[src/rtl/ram_arbiter_if.sv]
// Bus bundle between the two requesters (fetch/data), the shared RAM and ram_arbiter.
// slave: arbiter side. master: requester and RAM side.
interface ram_arbiter_if #(
   parameter int unsigned ADDR_W = 12,
   parameter int unsigned DATA_W = 32
);
   // Port 0: instruction fetch, read-only
   logic              p0_valid;
   logic              p0_ready;
   logic [ADDR_W-1:0] p0_addr;
   logic              p0_rvalid;
   logic [DATA_W-1:0] p0_rdata;

   // Port 1: data load/store with lock
   logic              p1_valid;
   logic              p1_ready;
   logic [ADDR_W-1:0] p1_addr;
   logic              p1_we;
   logic [DATA_W-1:0] p1_wdata;
   logic              p1_lock;
   logic              p1_rvalid;
   logic [DATA_W-1:0] p1_rdata;

   // Shared single-port synchronous RAM
   logic [ADDR_W-1:0] ram_addr;
   logic              ram_we;
   logic [DATA_W-1:0] ram_wd;
   logic [DATA_W-1:0] ram_rd;

   modport slave (
      input  p0_valid, p0_addr,
      input  p1_valid, p1_addr, p1_we, p1_wdata, p1_lock,
      input  ram_rd,
      output p0_ready, p0_rvalid, p0_rdata,
      output p1_ready, p1_rvalid, p1_rdata,
      output ram_addr, ram_we, ram_wd
   );

   modport master (
      output p0_valid, p0_addr,
      output p1_valid, p1_addr, p1_we, p1_wdata, p1_lock,
      output ram_rd,
      input  p0_ready, p0_rvalid, p0_rdata,
      input  p1_ready, p1_rvalid, p1_rdata,
      input  ram_addr, ram_we, ram_wd
   );
endinterface

[src/rtl/ram_arbiter.sv]
// Two-port arbiter for one single-port synchronous RAM.
// Port 0 = fetch (read-only), port 1 = data (read/write, with a bounded exclusive lock).
// Optional build macro RAM_ARB_FIXED_PRIO_EN: ties go to port 1 instead of round-robin.
module ram_arbiter #(
   parameter int unsigned ADDR_W   = 12,
   parameter int unsigned DATA_W   = 32,
   parameter int unsigned LOCK_MAX = 4
) (
   input logic          clk,
   input logic          rst,
   ram_arbiter_if.slave bus
);

   localparam logic StOpen   = 1'b0;
   localparam logic StLocked = 1'b1;

   localparam logic [3:0] LockLast = 4'(LOCK_MAX - 1);

   logic              state_q, state_d;
   logic              last_grant_q, last_grant_d;  // 0 = port 0, 1 = port 1
   logic [3:0]        lock_cnt_q, lock_cnt_d;
   logic              p0_rvalid_q, p1_rvalid_q;
   logic [ADDR_W-1:0] addr_q;
   logic              gnt0, gnt1;

   // Grant decision: lock overrides, then single requester, then tie-break
   always_comb begin
      gnt0 = 1'b0;
      gnt1 = 1'b0;
      if (!rst) begin
         if (state_q == StLocked) begin
            gnt1 = bus.p1_valid;
         end else if (bus.p0_valid && bus.p1_valid) begin
`ifdef RAM_ARB_FIXED_PRIO_EN
            gnt1 = 1'b1;
`else
            // Port not granted last time wins the tie
            if (last_grant_q) gnt0 = 1'b1;
            else              gnt1 = 1'b1;
`endif
         end else begin
            gnt0 = bus.p0_valid;
            gnt1 = bus.p1_valid;
         end
      end
   end

   // Handshake, RAM drive and read-return outputs
   always_comb begin
      bus.p0_ready  = gnt0;
      bus.p1_ready  = gnt1;
      bus.ram_we    = gnt1 & bus.p1_we;
      bus.ram_wd    = bus.p1_wdata;
      bus.ram_addr  = addr_q;
      if (gnt0)      bus.ram_addr = bus.p0_addr;
      else if (gnt1) bus.ram_addr = bus.p1_addr;
      // Outputs are forced low while reset is applied
      bus.p0_rvalid = p0_rvalid_q & ~rst;
      bus.p1_rvalid = p1_rvalid_q & ~rst;
      bus.p0_rdata  = bus.p0_rvalid ? bus.ram_rd : '0;
      bus.p1_rdata  = bus.p1_rvalid ? bus.ram_rd : '0;
   end

   // Lock FSM and round-robin history next state
   always_comb begin
      state_d      = state_q;
      lock_cnt_d   = lock_cnt_q;
      last_grant_d = last_grant_q;
      if (gnt0) last_grant_d = 1'b0;
      if (gnt1) last_grant_d = 1'b1;
      case (state_q)
         StOpen: begin
            if (gnt1 && bus.p1_lock) begin
               state_d    = StLocked;
               lock_cnt_d = 4'd0;
            end
         end
         StLocked: begin
            lock_cnt_d = lock_cnt_q + 4'd1;
            if (lock_cnt_q == LockLast) begin
               // Forced release beats any lock request this cycle; hand the next tie to port 0
               state_d      = StOpen;
               lock_cnt_d   = 4'd0;
               last_grant_d = 1'b1;
            end else if (gnt1 && !bus.p1_lock) begin
               state_d    = StOpen;
               lock_cnt_d = 4'd0;
            end
         end
         default: begin
            state_d    = StOpen;
            lock_cnt_d = 4'd0;
         end
      endcase
   end

   // State, read-return tracking and held RAM address
   always_ff @(posedge clk) begin
      if (rst) begin
         state_q      <= StOpen;
         last_grant_q <= 1'b1;
         lock_cnt_q   <= 4'd0;
         p0_rvalid_q  <= 1'b0;
         p1_rvalid_q  <= 1'b0;
         addr_q       <= '0;
      end else begin
         state_q      <= state_d;
         last_grant_q <= last_grant_d;
         lock_cnt_q   <= lock_cnt_d;
         p0_rvalid_q  <= gnt0;
         p1_rvalid_q  <= gnt1 & ~bus.p1_we;
         addr_q       <= bus.ram_addr;
      end
   end

endmodule

[src/flat_wrapper.sv]
// flat-port wrapper written by rule: the top's interface ports become plain ports
module ram_arbiter_flat 
#(
   parameter int unsigned ADDR_W   = 12,
   parameter int unsigned DATA_W   = 32,
   parameter int unsigned LOCK_MAX = 4
)
  (clk, rst, bus_p0_valid, bus_p0_addr, bus_p1_valid, bus_p1_addr, bus_p1_we, bus_p1_wdata, bus_p1_lock, bus_ram_rd, bus_p0_ready, bus_p0_rvalid, bus_p0_rdata, bus_p1_ready, bus_p1_rvalid, bus_p1_rdata, bus_ram_addr, bus_ram_we, bus_ram_wd);
  ram_arbiter_if #(.ADDR_W(ADDR_W), .DATA_W(DATA_W)) bus_i ();
  input logic clk;
  input logic rst;
  input wire logic [$bits(bus_i.p0_valid)-1:0] bus_p0_valid;
  input wire logic [$bits(bus_i.p0_addr)-1:0] bus_p0_addr;
  input wire logic [$bits(bus_i.p1_valid)-1:0] bus_p1_valid;
  input wire logic [$bits(bus_i.p1_addr)-1:0] bus_p1_addr;
  input wire logic [$bits(bus_i.p1_we)-1:0] bus_p1_we;
  input wire logic [$bits(bus_i.p1_wdata)-1:0] bus_p1_wdata;
  input wire logic [$bits(bus_i.p1_lock)-1:0] bus_p1_lock;
  input wire logic [$bits(bus_i.ram_rd)-1:0] bus_ram_rd;
  output wire logic [$bits(bus_i.p0_ready)-1:0] bus_p0_ready;
  output wire logic [$bits(bus_i.p0_rvalid)-1:0] bus_p0_rvalid;
  output wire logic [$bits(bus_i.p0_rdata)-1:0] bus_p0_rdata;
  output wire logic [$bits(bus_i.p1_ready)-1:0] bus_p1_ready;
  output wire logic [$bits(bus_i.p1_rvalid)-1:0] bus_p1_rvalid;
  output wire logic [$bits(bus_i.p1_rdata)-1:0] bus_p1_rdata;
  output wire logic [$bits(bus_i.ram_addr)-1:0] bus_ram_addr;
  output wire logic [$bits(bus_i.ram_we)-1:0] bus_ram_we;
  output wire logic [$bits(bus_i.ram_wd)-1:0] bus_ram_wd;
  assign bus_i.p0_valid = bus_p0_valid;
  assign bus_i.p0_addr = bus_p0_addr;
  assign bus_i.p1_valid = bus_p1_valid;
  assign bus_i.p1_addr = bus_p1_addr;
  assign bus_i.p1_we = bus_p1_we;
  assign bus_i.p1_wdata = bus_p1_wdata;
  assign bus_i.p1_lock = bus_p1_lock;
  assign bus_i.ram_rd = bus_ram_rd;
  assign bus_p0_ready = bus_i.p0_ready;
  assign bus_p0_rvalid = bus_i.p0_rvalid;
  assign bus_p0_rdata = bus_i.p0_rdata;
  assign bus_p1_ready = bus_i.p1_ready;
  assign bus_p1_rvalid = bus_i.p1_rvalid;
  assign bus_p1_rdata = bus_i.p1_rdata;
  assign bus_ram_addr = bus_i.ram_addr;
  assign bus_ram_we = bus_i.ram_we;
  assign bus_ram_wd = bus_i.ram_wd;
  ram_arbiter #(.ADDR_W(ADDR_W), .DATA_W(DATA_W), .LOCK_MAX(LOCK_MAX)) u_core (.clk(clk), .rst(rst), .bus(bus_i));
endmodule
[config.mk]
export PLATFORM = sky130hd
export DESIGN_NAME = ram_arbiter_flat
export DESIGN_NICKNAME = d
export VERILOG_FILES = /design/src/rtl/ram_arbiter_if.sv /design/src/rtl/ram_arbiter.sv /design/src/flat_wrapper.sv
export SDC_FILE = /design/constraint.sdc
export NUM_CORES = 1
export LEC_CHECK = 0
export BUFFER_PORTS_ARGS = -buffer_cell sky130_fd_sc_hd__buf_2
export CAP_MARGIN = 10
export CELL_PAD_IN_SITES_DETAIL_PLACEMENT = 1
export CELL_PAD_IN_SITES_GLOBAL_PLACEMENT = 1
export CORE_MARGIN = 5
export CORE_UTILIZATION = 23
export DETAILED_ROUTE_END_ITERATION = 7
export HOLD_SLACK_MARGIN = 0.1
export PLACE_DENSITY_LB_ADDON = 0.1
export RECOVER_POWER = 50
export SKIP_CTS_REPAIR_TIMING = 1
export SLEW_MARGIN = 20
export SYNTH_ARGS = -nofsm -noshare
export SYNTH_HDL_FRONTEND = slang
export SYNTH_SLANG_ARGS = --single-unit
[constraint.sdc]
create_clock -name clk -period 3.35 [get_ports clk]
set_clock_uncertainty 0.2 [all_clocks]
set_input_delay 0.67 -clock clk [delete_from_list [all_inputs] [get_ports clk]]
set_output_delay 0.67 -clock clk [all_outputs]
set_load 0.02 [all_outputs]
# [Yosys cells after proc, flatten, opt, wreduce, memory -nomap -nowiden]
# Index checks and enable logic that the tools add are counted.
# W data, S select, Z words.
[word_totals] elab_cells=44 memories=0 inputBits=94 ramBits=0 reg_bits=20 mem_bits_ro=0 out_inout_bits=113 latchBits=0
[classes] magnitude_cmp=0 n_eq_ne=2 n_addsub=1 n_bitwise=7 shift=0 n_mul=0 n_div=0 reduce_logical=4 mux=24
[op_table] op="$mux W32" count=2
[op_table] op="$mux W12" count=2
[op_table] op="$mux W1" count=15
[op_table] op="$mux W4" count=3
[op_table] op="$pmux W4 S2" count=1
[op_table] op="$add A4 B1 Y4 const B" count=1
[op_table] op="$and A1 B1 Y1" count=4
[op_table] op="$eq A4 B2 Y1 const B" count=1
[op_table] op="$logic_and A1 B1 Y1" count=3
[op_table] op="$not A1 Y1" count=3
[op_table] op="$ne A2 B1 Y1 const B" count=1
[op_table] op="$pmux W1 S2" count=1
[op_table] op="$logic_not A1 Y1" count=1

# [Longest topological paths before layout]
[depth] depth_word=8 mapped_depth=5 mapped_depth_nobuf=4

# [Least setup slack after synthesis]
# No wires, ideal clock.
[synth_path] path_kind="input -> output" from="in rst" to="out bus_ram_addr[10]" arrival_time_ns=1.939 setup_slack_ns=0.541 stages=5 required_ns=2.480 cell_sequence="or3b_4 -> or2_1 -> buf_6 -> buf_2 -> a31oi_1"
[synth_via] elab_chain_cells=3 word_cells_on_any_way=4 cone_classes="mux (4)"
[synth_rtl] item="start: declaration" line="flat_wrapper.sv:11" source="input logic rst;"
[synth_rtl] item="$mux W1" line="ram_arbiter.sv:30" source="if (!rst) begin"
[synth_rtl] item="$mux W12" line="ram_arbiter.sv:56" source="else if (gnt1) bus.ram_addr = bus.p1_addr;"
[synth_rtl] item="$mux W12 (*)" line="ram_arbiter.sv:55" source="if (gnt0) bus.ram_addr = bus.p0_addr;"
[synth_rtl] item="end: declaration" line="flat_wrapper.sv:26" source="output wire logic [$bits(bus_i.ram_addr)-1:0] bus_ram_addr;"
# Mark *: on every way between the ends. The rest lies on a longest branch, timed or not.

# [Worst setup path in the final report]
[layout_path] from="in rst" to="out bus_ram_addr[0]"
# Same word-level chain as after synthesis.

==> impl_results.md <==
- Leakage: 1.25 nW
- Post-Synthesis Cells: 236
- Least-Margin Pin Slew: about 0.8 ns
- Dpl cells: 440
- MaxCap Viol Count: 0
- Final Hold Slack: around 0.28 ns
- CP cell instances: buf_2 -> or3b_1 -> or2_1 -> a31oi_1 -> buf_2
- Root buf cell: clkbuf_8
- Die area: a little under 10000 sq um
- Layout cell share with drive strength beyond 1: a little over two fifths
- Register area share after synthesis: between 20% and 30%
- Vias in the first global route: ~2.0k
- Max_slew headroom: between 40% and 50%
- I/O pins: slightly above 200
- Global-route wire length before repair: 11.0 mm
- Crit path max fanout: 24
- Pin count of the biggest net entering global routing: 34
- Critical Path End Type: output port
- Critical Path Most Common Cell: buf_2
- Fin area: 2430 sq um
- Synthesized Nets: between 300 and 400
- GR peak layer: met2
- Met1 GRT Util: ~16%
- DRT Pass-1 Iters: 4
- Count of different cell masters after synthesis: 33
- Required @ worst endpoint: approximately 2.5 ns
- Filler cells: approximately 1k
- Synth Area per Inst: 7.63 sq um
- Max VDD drop: between 100 and 150 uV
- Total GRT Usage: a little over an eighth
- Ant diodes: 0
- Area Growth Syn to Fin: 35.0%
- Outcome: finished clean
- CTS Buffer Depth: 2
- Commonest cells in the synthesized netlist: 66 x and2_1, 32 x buf_4, 20 x dfxtp_1
- Routed Antenna Nets: 0
- Power density over cell area: a little over 300 nW/um^2
- Worst Setup Start Kind: primary input
- Slew Limit Fails: 0
- #FFs+latches synth: 20
- Core Area: 7690 sq um
- RSZ-0062 raised after global routing: false
- Min Tclk post-route: approximately 3.1 ns
- Clock insertion delay at the later pin of the skew report: 0.26 ns
- Setup TNS: 0 ns
- Cell with the most instances after synthesis: and2_1
- Mapped Area: ~1800 sq um
- Total power: 0.747 mW
- Critical Path AT: about 2.3 ns
- Die Y: about 99 um
- Synth area leaders: and2_1 23%, dfxtp_1 22%, buf_4 13%
- Die width: 98.5 um
- Residual DRC: 0
- TritonCTS buffer count: 3
- Drt initial violations: 52
- Reg2Reg Setup Slack: approximately 1.3 ns
- Crit Path Category: primary input to output port
- CTS tree: done
- Placer congestion estimate: 0.800
- # clock sinks: 20
- M3 GR Usage: approximately 5.5%
- Hold crit path type: register to register
- Routed len/inst: approximately 16 um
- Vias per Instance: ~4.5
- Final hold vios: 0
- Max Freq: 320 MHz
- Post-Route WL: 7.20 mm
- Final period util: approximately 93%
- Initial core utilization: a little under a quarter
- Slowest stage delay, CP: 0.52 ns
- EDFF count, synth: 0
- # setup viols final: 0
- Critical path's slowest cell: or2_1
- Met2 global-route usage: between 20% and 30%
- Largest area contributor in the netlist: and2_1
- DR vias: between 2k and 2.5k
- Num rows: 32
- CTS H-tree depth: 1
- IO Port Bufs: ~140
- Grt ovf: 0
- Placed cell area: ~2400 sq um
- Share of the synthesized area in the top cell type: a little under a quarter
- Reg clk slew, reported paths: about 0.08 ns
- Synth warn: 0
- Post-DP HPWL: between 5 and 6 mm
- Prevailing post-synth register cell: dfxtp_1
- Async set-reset flop share out of synthesis: 0%
- Fin nets: between 400 and 500
- Initial antenna violation count: 0
- Layout Cells excl Fill: between 400 and 500
[routing by layer]
metal	part of all wire [%]	vias to the layer above	wire length (um)
met3	11	9	804
met4	1.5	0	110
met2	46	135	3290
met5	0	-	0
li1	-	996	-
met1	42	878	3000
[flip-flops by register name (all words and copies together), names as in the netlist]
name and count:
u_core.last_grant_q 1, u_core.p0_rvalid_q 1, u_core.p1_rvalid_q 1, u_core.addr_q 12, u_core.lock_cnt_q 4, u_core.state_q 1
[layout by cell type, fill, tap and decap left out, drive strengths merged]
master and count:
buf 135, nand3b 1, o22ai 1, clkbuf 21, or2 1, bufinv 1
a21boi 1, a21oi 1, nor3 14, and3 1, inv 7, a31oi 14
and2 66, ha 1, nand2b 2, dfxtp 20, o21bai 1, nor2b 4
nor4bb 1, o21ai 14, a311oi 12, o311ai 1, o211ai 1, a21bo 1
or3b 13, o311a 1, mux2i 1, nor2 3, and3b 1, o221ai 1
[cells by family after synthesis]
group	share of synthesized area [%]
compound gates	18.5
fa+ha+maj	0.694
buf+inv	19.9
flops	22.2
mux	0.556
simple gates	38.1
[power breakdown]
| group | switching (mW) | total, mW | internal, mW |
|---|---|---|---|
| clock | 0.0842 | 0.244 | 0.159 |
| combinational | 0.147 | 0.243 | 0.0960 |
| sequential | 0.00575 | 0.260 | 0.255 |
| total | 0.237 | 0.747 | 0.510 |
[final timing paths]
path,startpoint,end,cells past startpoint
setup / recovery,rst,bus_ram_addr[0],5
hold reg to reg,u_core.lock_cnt_q[1],u_core.lock_cnt_q[1],2
hold / removal,u_core.lock_cnt_q[1],u_core.lock_cnt_q[1],2
setup reg to reg,u_core.state_q,u_core.addr_q[6],4
[area by class of cell]
type                       instances  area, sq um  area share [%]
tap                              102          128            5.25
sequential                        20          400            16.5
clock inverter                     1         30.0            1.23
inverter                           7         26.3            1.08
multi-input combinational        158         1040            42.8
clock buffer                       3         41.3            1.70
timing repair buffer             153          766            31.5
[metrics by stage]
stage	utilization [%]	setup slack (ns)
floorplan	-	0.541
global placement	31.1	0.225
detailed placement	31.1	0.199
CTS	32.0	0.190
global route	31.6	0.0611
finish	31.6	0.227
[worst max-delay path, delay by kind of cell]
| kind | cells | cell delay [ns] |
|---|---|---|
| AO/OA/AOI/OAI | 1 | 0.27 |
| buffers and inverters | 2 | 0.37 |
| AND/OR/NAND/NOR | 2 | 0.93 |
Note: power is estimated with default switching activity, not from simulation.
